**config.mk**
```make
export PLATFORM = sky130hd
export DESIGN_NAME = cmd_dispatch_fsm
export DESIGN_NICKNAME = d
export VERILOG_FILES = /design/src/rtl/cmd_dispatch_fsm.sv
export SDC_FILE = /design/constraint.sdc
export NUM_CORES = 1
export LEC_CHECK = 0
export ABC_AREA = 1
export CORE_MARGIN = 2
export CORE_UTILIZATION = 43
export CTS_BUF_LIST = sky130_fd_sc_hd__clkbuf_2
export DETAILED_ROUTE_END_ITERATION = 10
export PLACE_DENSITY = 0.95
export SLEW_MARGIN = 15
export SYNTH_ARGS = -nofsm -noshare
export SYNTH_HDL_FRONTEND = slang
export SYNTH_SLANG_ARGS = --single-unit
```
**constraint.sdc**
```tcl
create_clock -name clk -period 3.7 [get_ports clk]
set_clock_uncertainty 0.15 [all_clocks]
set_input_delay 0.37 -clock clk [delete_from_list [all_inputs] [get_ports clk]]
set_output_delay 0.37 -clock clk [all_outputs]
set_load 0.01 [all_outputs]
```
**src/rtl/cmd_dispatch_fsm.sv**
```systemverilog
// Command dispatcher: pops one opcode per request, launches the matching sub-FSM
// (or a soft reset) and writes result/status to the output FIFO, with a watchdog fallback.
module cmd_dispatch_fsm #(
   parameter int word_size = 16,
   parameter int num_modes = 4,
   parameter int op_width  = 3,
   parameter int timeout   = 255
) (
   input  logic                           clk,
   input  logic                           rst,
   input  logic                           start_in,
   input  logic                           cmd_empty,
   input  logic [word_size-1:0]           cmd_in,
   output logic                           cmd_rd_en,
   output logic [num_modes-1:0]           sub_start,
   input  logic [num_modes-1:0]           sub_done,
   input  logic [num_modes*word_size-1:0] sub_result,
   input  logic [num_modes*word_size-1:0] sub_status,
   input  logic                           out_full,
   output logic                           out_wr_en,
   output logic [word_size-1:0]           result,
   output logic [word_size-1:0]           status,
   output logic                           soft_rst,
   output logic                           done_out,
   output logic                           busy
);
   localparam logic [31:0]          NMODES   = 32'(num_modes);
   localparam logic [15:0]          WD_LAST  = 16'(timeout - 1);
   localparam logic [word_size-1:0] ST_BADOP = word_size'(16'hFFFE);
   localparam logic [word_size-1:0] ST_TMO   = word_size'(16'hFFFF);

   typedef enum logic [2:0] {
      S_IDLE, S_FETCH, S_DECODE, S_START, S_WAIT, S_SRST, S_WRITE, S_DONE
   } state_t;

   state_t               r_state, w_next;
   logic                 r_pend;
   logic [op_width-1:0]  r_op;
   logic [15:0]          r_wdog;
   logic [word_size-1:0] r_result, r_status;
   logic [31:0]          w_cmd_op, w_cur_op;
   logic                 w_done, w_tmo, w_unused;
   logic [word_size-1:0] w_sel_res, w_sel_sts;

   // Opcodes are zero-extended to 32 bits so num_modes is never truncated.
   assign w_cmd_op = 32'(cmd_in[op_width-1:0]);
   assign w_cur_op = 32'(r_op);
   assign w_tmo    = (r_wdog == WD_LAST);
   assign w_unused = ^cmd_in;

   always_comb begin
      w_done    = 1'b0;
      w_sel_res = '0;
      w_sel_sts = '0;
      for (int i = 0; i < num_modes; i++) begin
         if (w_cur_op == 32'(i)) begin
            w_done    = sub_done[i];
            w_sel_res = sub_result[i*word_size +: word_size];
            w_sel_sts = sub_status[i*word_size +: word_size];
         end
      end
   end

   always_ff @(posedge clk) begin
      if (!rst) r_state <= S_IDLE;
      else      r_state <= w_next;
   end

   always_comb begin
      w_next = r_state;
      case (r_state)
         S_IDLE:   if ((r_pend || start_in) && !cmd_empty) w_next = S_FETCH;
         S_FETCH:  w_next = S_DECODE;
         S_DECODE: begin
            if (w_cmd_op < NMODES)       w_next = S_START;
            else if (w_cmd_op == NMODES) w_next = S_SRST;
            else                         w_next = S_WRITE;
         end
         S_START:  w_next = S_WAIT;
         S_WAIT:   if (w_done || w_tmo) w_next = S_WRITE;
         S_SRST:   w_next = S_DONE;
         S_WRITE:  if (!out_full) w_next = S_DONE;
         S_DONE:   w_next = S_IDLE;
         default:  w_next = S_IDLE;
      endcase
   end

   always_ff @(posedge clk) begin
      if (!rst) begin
         r_pend   <= 1'b0;
         r_op     <= '0;
         r_wdog   <= '0;
         r_result <= '0;
         r_status <= '0;
      end else begin
         case (r_state)
            S_IDLE: begin
               if (w_next == S_FETCH) r_pend <= 1'b0;
               else if (start_in)     r_pend <= 1'b1;
            end
            S_DECODE: begin
               r_op <= cmd_in[op_width-1:0];
               if (w_cmd_op > NMODES) begin
                  r_result <= '0;
                  r_status <= ST_BADOP;
               end
            end
            S_START: r_wdog <= '0;
            S_WAIT: begin
               // A done arriving on the final watchdog cycle takes priority.
               if (w_done) begin
                  r_result <= w_sel_res;
                  r_status <= w_sel_sts;
               end else if (w_tmo) begin
                  r_result <= '0;
                  r_status <= ST_TMO;
               end else begin
                  r_wdog <= r_wdog + 16'd1;
               end
            end
            default: ;
         endcase
      end
   end

   // Strobes are gated by rst so they are low for the whole reset cycle too.
   assign cmd_rd_en = rst && (r_state == S_FETCH);
   assign out_wr_en = rst && (r_state == S_WRITE) && !out_full;
   assign soft_rst  = rst && (r_state == S_SRST);
   assign done_out  = rst && (r_state == S_DONE);
   assign busy      = rst && (r_state != S_IDLE);
   assign result    = r_result;
   assign status    = r_status;

   always_comb begin
      sub_start = '0;
      for (int i = 0; i < num_modes; i++)
         sub_start[i] = rst && (r_state == S_START) && (w_cur_op == 32'(i));
   end

endmodule
```
* After elaboration in Yosys (flattened, before gate mapping)
Cells that the tools add are included.
Storage, ports and cells: output and inout port bits 41, input port bits 153, flip-flop bits (word level) 55
Operators by class: multiplexer cells 31, equality and inequality tests 17, magnitude comparators 2, reductions and logical operators 25, $add $sub $neg 1
Operators by type and width (count):
- two-way mux 16 bit | 16
- case mux 16 bit (2 select lines) | 3
- zero test 32 bit | 1
- case mux 3 bit (8 select lines) | 1
- adder 16 x 1 -> 16 bit, second input constant | 1
- == test 16 x 8 -> 1 bit, second input constant | 1
- == test 3 bit, second input constant | 5
- == test 3 x 2 -> 1 bit, second input constant | 4
- logical AND 1 bit | 12
- two-way mux 3 bit | 4
- == test 3 x 1 -> 1 bit, second input constant | 3
- two-way mux 1 bit | 6
- inequality test 2 bit, second input constant | 3
- AND reduction 3 bit | 2
- nonzero test 2 bit | 3
- > comparator 3 bit, second input constant | 1
- zero test 3 bit | 1
- less-than comparator 3 bit, second input constant | 1
- inequality test 3 bit, second input constant | 1
- nonzero test 3 bit | 1
- zero test 1 bit | 2
- logical OR 1 bit | 2
- two-way mux 2 bit | 1
- AND reduction 2 bit | 1

* Logic depth before layout (Yosys ltp)
depth in word-level cells 11, mapped depth 12

* Least setup slack after synthesis
OpenSTA, ideal clock, no wires.
kind register to output, start register r_op[2], end output port sub_start[3], arrival time 1.261 ns, stages on the path, launching flop included 7, path buffers 3, setup slack 1.919 ns, cell sequence dfxtp_1 > buf_2 > inv_1 > nand3_2 > clkbuf_1 > buf_2 > nor2_1
On the way: cells in the longest elaborated chain, start to end 2
RTL lines:
- start, declared | RTL line 38 | logic [op_width-1:0] r_op;
- start signal, assigned | RTL line 102 | r_op <= cmd_in[op_width-1:0];
- == test 3 x 2 -> 1 bit | RTL line 138 | sub_start[i] = rst && (r_state == S_START) && (w_cur_op == 32'(i));
- logical AND 1 bit | RTL line 138
- end, declared | RTL line 15 | output logic [num_modes-1:0] sub_start,
No other way between the ends.

* Final worst setup path
Ends and elaborated chain as after synthesis.

==> metrics.txt <==
row count 32; Top delay family on crit path simple AND/OR/NAND/NOR gates; Starting Density 44.5%; TritonRoute pass-1 iters 6; r2r setup slk 0.74 ns; final core occ 68.6%; largest cells by area after synthesis dfxtp_1 (32%), nand2_1 (17%), a21oi_1 (8.0%); RR Startpoint r_op[2]; critical path data required time 3.18 ns; main flop type after synthesis dfxtp_1; post-synthesis average cell area 6.44 µm²; post-route cell area 5330 µm²; fmax 332 MHz; final period utilization 81.4%; Filler Cells Inserted 625; Clock Latency Late Sink 0.46 ns; Yosys Warn Count 0; asr flop ratio synth 0%; deepest clock path buffer count 2; FF-to-FF End status[0]; Tot GR Track Use 28.9%; Pwr Total 1.67 mW; Final setup viols 0; post-CTS setup buffers 0; TritonCTS Buffers 5; status finished, final reports clean; share of cells above drive strength 1 4.15%; die width 93.7 µm; Yosys reg bits 55; Endpoint, Worst Hold status[9]; distinct cell type count after synthesis 29; cell area after synthesis 3460 µm²; hold path cells 2; Leak Pwr 1.87 nW; Hold Violations, Final 0; Area Growth Syn to Fin 54.2%; htree depth 2; Starting DRT DRC Count 254; Slew HR 43.4%; post-DP HPWL 9.77 mm; Final Max Slew Viols 0; Synth Net Count 692; fin crit period 3.01 ns; clk root buf clkbuf_2; CTS Sinks 55; via/cell ratio 5.58; critical path's largest stage delay 0.60 ns; TritonCTS clock tree yes; Max VDD drop 0.000170 V; Max Fanout on Critical Path 32; port bufs 180; Hold Path Origin status[9]; critical path class flop to primary output; drt drc 0; initial antenna violation count 0; WP buf/inv 2; Core Area 7770 µm²; clk slew on worst S/H paths 0.29 ns; final setup TNS 0 ns; R2R cell count 7; Via Count 4464; PD cells 313 nW/µm²; area leader, netlist dfxtp_1; crit end category primary output; first-pass GRT wire length 20.3 mm; Total Routed Length 12.9 mm; Critical path origin r_op[2]; worst-margin pin slew 0.846 ns; post-synthesis cell count 537; Post-CTS Resized 0; Die Y 93.7 µm; Post-DRT Antenna Nets 0; Post-CTS Hold Buffers 0; CP cell instances inv_1, nand3_2, nor2_1, clkdlybuf4s50_1; Post-synth EDFFs 0; startpoint types flop; Die ar. 8770 µm²; ant diodes 0; Wirelength per Cell 16.1 µm; max cap viols 0; nets 852; Ports 194; Data arrival, critical path 2.49 ns; dpl cell area 5290 µm²; RePlAce Congestion 0.994; RSZ-0062 raised after global routing no; Tightest Hold Check Type flop to flop; post-synth top area share 31.9%; GRT overflow 0; Slowest-stage cell, CP clkdlybuf4s50_1; largest net degree at the start of global routing 36; sequential area share after synthesis 31.9%; vias in the first global route 4236
-- where the power goes --
part / switching (mW) / internal (mW) / total, mW
clock network: 0.194 / 0.0481 / 0.242
logic: 0.394 / 0.343 / 0.737
registers: 0.0441 / 0.647 / 0.691
total: 0.632 / 1.04 / 1.67
-- through the flow --
stage	setup WS, ns	hold slack (ns)	std cells
global placement	0.946	0.285	792
floorplan	1.92	0.294	537
global route	0.473	0.333	800
CTS	0.705	0.317	800
finish	0.690	0.318	800
detailed placement	0.849	0.288	792
-- cells in the mapped netlist, drive strengths merged (2+ instances only) --
library cell and number:
xor2 11, nor4 3, nand3 47, buf 14, nor3 3, inv 36
clkbuf 19, nor2 51, nand4 38, a21oi 55, o2111ai 14, dfxtp 55
o21ai 23, ha 2, nand2 159, xnor2 3
-- metal layers --
metal  GRT usage, %  wire length [µm]  vias to the layer above
li1               -                 -                     2133
met1           32.0              5030                     2053
met2           52.6              6260                      229
met3           6.90              1040                       49
met4           11.7               558                        0
met5              0                 0                        -
-- flip-flops by register name, summed over array words and instances, names as in the netlist --
signal and cells:
r_wdog 16, result 16, status 16, r_op 3, r_state 3, r_pend 1
-- worst register-to-register path: cells and delay by family (launching register included) --
| family | cells | cell delay [ns] |
|---|---|---|
| buf+inv | 2 | 0.82 |
| simple gates | 3 | 0.74 |
| flops | 1 | 0.61 |
| compound gates | 2 | 0.54 |
-- worst max-delay path by stage --
stage	to	slack, ns	cells past startpoint
6_report	sub_start[3]	0.69	4
5_1_grt	sub_start[3]	0.47	4
4_1_cts	sub_start[3]	0.71	4
3_5_place_dp	status[0]	0.85	7
3_3_place_gp	status[0]	0.95	7
2_1_floorplan	sub_start[3]	1.92	6
-- logic make-up (layout without fill, tap and decap cells) --
logic type | Yosys count | in the layout | synth area share (%)
AND/OR/NAND/NOR | 302 | 302 | 39.8
AO/OA/AOI/OAI | 94 | 94 | 15.6
buffers and inverters | 70 | 231 | 8.40
flip-flops | 55 | 55 | 31.9
XOR/XNOR | 14 | 14 | 3.55
adder cells (fa/ha/maj) | 2 | 2 | 0.724
-- layout make-up --
cell class / count / area (µm²) / area share (%)
repair buffers: 186 / 1850 / 34.6
clock inverters: 2 / 12.5 / 0.235
well taps: 102 / 128 / 2.39
flip-flops and latches: 55 / 1100 / 20.7
inverters: 37 / 139 / 2.61
clock buffers: 6 / 30.0 / 0.563
multi-input cells: 412 / 2070 / 38.9
-- cells in the final DEF (no fill, tap or decap), drive strengths merged --
cell type / netlist / layout
o2111ai: 14 / 14
o21ai: 23 / 23
nor3: 3 / 3
ha: 2 / 2
nand4: 38 / 38
clkdlybuf4s50: 0 / 180
a21oi: 55 / 55
a41oi: 1 / 1
o21bai: 1 / 1
nand3: 47 / 47
nor4: 3 / 3
xnor2: 3 / 3
clkinvlp: 0 / 1
clkbuf: 19 / 6
inv: 36 / 36
nor3b: 1 / 1
dfxtp: 55 / 55
nand2: 159 / 159
nor2: 51 / 51
clkinv: 1 / 2
buf: 14 / 6
xor2: 11 / 11
Power figures use the tool's default switching activity.
==> edit: new RTL, same settings <==
Put one more register stage on the output `status`, with the module's reset. The value now appears one clock later. The other outputs are not delayed to match.
--- a/src/rtl/cmd_dispatch_fsm.sv
+++ b/src/rtl/cmd_dispatch_fsm.sv
@@ -130,7 +130,13 @@
    assign done_out  = rst && (r_state == S_DONE);
    assign busy      = rst && (r_state != S_IDLE);
    assign result    = r_result;
-   assign status    = r_status;
+   always_ff @(posedge clk) begin
+      if (!rst) begin
+         status <= '0;
+      end else begin
+         status <= r_status;
+      end
+   end
 
    always_comb begin
       sub_start = '0;
Function: changed (a bounded check fails within 4 cycles, from zero or initial values and one cycle with rst low).
==> edit against the original RTL <==
Maximum frequency rose by 8.7%; via count increased by 15%; final area increased by 18%; global-route usage shrank 3.6 points; sequential power increased by 27%; power up 23%; synthesized area up 25%; sequential share of layout area rose by 1.9 points; sequential cell count is 16 higher; non-clock buffer count grew 2; worst setup slack better by 0.24 ns; wire length increased by 4.8%; critical path type unchanged; highest routed layer unchanged.
==> edit: results (changes against the original RTL) <==
Status
  – Status: finished clean (unchanged)

Cells and area
  – Fillers: 873 (was 625)
  – Clock Network Area Fraction: 0.0177 (was 0.00798)
  – NonClk Buf Share: 0.295 (was 0.346)
  – Count of non-CTS buffers in the layout: 188 (was 186)
  – Layout cells sized above 1: 0.0501 (was 0.0415)
  – Nets@finish: 1069 (was 852)
  – Area of the multi-input gates: 2340 sq um (was 2070 sq um)
  – Multi-In Gates: 540 (was 412)
  – Clock buffers: 10 (was 6)
  – Reg area: 1420 sq um (was 1100 sq um)
  – Non-CTS inverters: 104 (was 37)

Setup path
  – R2r setup slk: 1.07 ns (was 0.74 ns)
  – CP arrival: 2.25 ns (was 2.49 ns)
  – CP Max Fanout: 5 (was 32)

Routing
  – Initial DRC Count: 352 (was 254)
  – Met3 wire length: 1.00 mm (was 1.04 mm)
  – Highest metal used: met4 (unchanged)
  – M1 WL: 5.53 mm (was 5.03 mm)
  – Routed met2 length: 6.66 mm (was 6.26 mm)
  – Routed len/inst: 12.8 microns (was 16.1 microns)
  – Drt pass-1 iters: 5 (was 6)

Placement
  – Gp weighted congestion: 0.906 (was 0.994)
  – Final HPWL DP: 10.1 mm (was 9.77 mm)

Synthesis
  – Flops & latches, synth: 71 (was 55)
  – Register area share after synthesis: 0.330 (was 0.319)
  – Synth area leaders: dfxtp_1 (33%), nand2_1 (24%), nor2_1 (9.5%) (was dfxtp_1 (32%), nand2_1 (17%), a21oi_1 (8.0%))
  – Mapped Nets: 903 (was 692)
  – Commonest cells post-synth: nand2_1 (278), nor2_1 (109), inv_1 (98), dfxtp_1 (71), nand3_1 (48) (was nand2_1 (156), a21oi_1 (55), dfxtp_1 (55), nor2_1 (46), nand3_1 (45))

GRT
  – GR Util met2: 0.459 (was 0.526)
  – Total GRT Usage: 0.252 (was 0.289)
  – First-pass GRT wire length: 22.6 mm (was 20.3 mm)
  – Vias in the first global route: 4901 (was 4236)
  – Largest net degree at the start of global routing: 46 (was 36)

Power and ir drop
  – Sequential logic power: 875 uW (was 691 uW)
  – Static Leakage: 2.86 nW (was 1.87 nW)
  – Logic power comb: 741 uW (was 737 uW)
  – PD cells: 327 nW/um^2 (was 313 nW/um^2)
  – Worst vdd ir: 0.000228 V (was 0.000170 V)

CTS
  – Clock Latency Late Sink: 0.51 ns (was 0.46 ns)
  – H-tree levels: 3 (was 2)
  – Number of buffers created by CTS: 9 (was 5)

Min path
  – Hold Crit Start: rst (was status[9])
  – Hold Path End: status[4] (was status[9])
  – HP Class: primary input to flop (was flop to flop)
  – Hold path cells: 4 (was 2)

STA
  – Worst Tran Pin Value: 1.06 ns (was 0.846 ns)
  – Fin Hold WS: 0.245 ns (was 0.318 ns)
edit: cell count changes after synthesis, moves of 6 or more:
cell | unedited run | this run
nand2_1 | 156 | 278
inv_1 | 34 | 98
nor2_1 | 46 | 109
a21oi_1 | 55 | 32
dfxtp_1 | 55 | 71
o21ai_0 | 23 | 8
o2111ai_1 | 14 | 0
nand4_1 | 38 | 27
xor2_1 | 11 | 3
or2_2 | 0 | 7
clkbuf_1 | 19 | 13
nor3_1 | 2 | 8
edit: kinds of logic (layout without fill, tap and decap cells):
kind of cell	after synthesis	in the layout	synth area share
buffers and inverters	137	308	0.128
AO/OA/AOI/OAI	46	46	0.0566
flip-flops	71	71	0.330
AND/OR/NAND/NOR	487	487	0.469
XOR/XNOR	5	5	0.0102
adder cells (fa/ha/maj)	2	2	0.00580
edit: stage by stage:
step	cells	worst slack [ns]	utilization	area [sq um]
2_1_floorplan	748	1.93	-	4310
3_3_place_gp	1036	1.25	0.632	6180
3_5_place_dp	1036	1.15	0.632	6180
4_1_cts	1052	0.951	0.644	6290
5_1_grt	1052	0.816	0.644	6290
6_report	1052	0.930	0.644	6290
edit: critical path: stages (launching register included):
cell	delay [ns]
dfxtp_1	0.45
nand2_1	0.10
nor2_1	0.20
nand2_1	0.15
nor4_1	0.23
clkdlybuf4s50_1	0.61
edit: worst max path at each step:
| stage | start | to | slack, ns | depth (start not counted) |
|---|---|---|---|---|
| 2_1_floorplan | rst | cmd_rd_en | 1.93 | 4 |
| 3_3_place_gp | r_op[1] | result[11] | 1.25 | 10 |
| 3_5_place_dp | r_op[1] | result[14] | 1.15 | 9 |
| 4_1_cts | r_state[1] | sub_start[1] | 0.95 | 5 |
| 5_1_grt | r_state[1] | sub_start[1] | 0.82 | 5 |
| 6_report | r_state[1] | sub_start[1] | 0.93 | 5 |
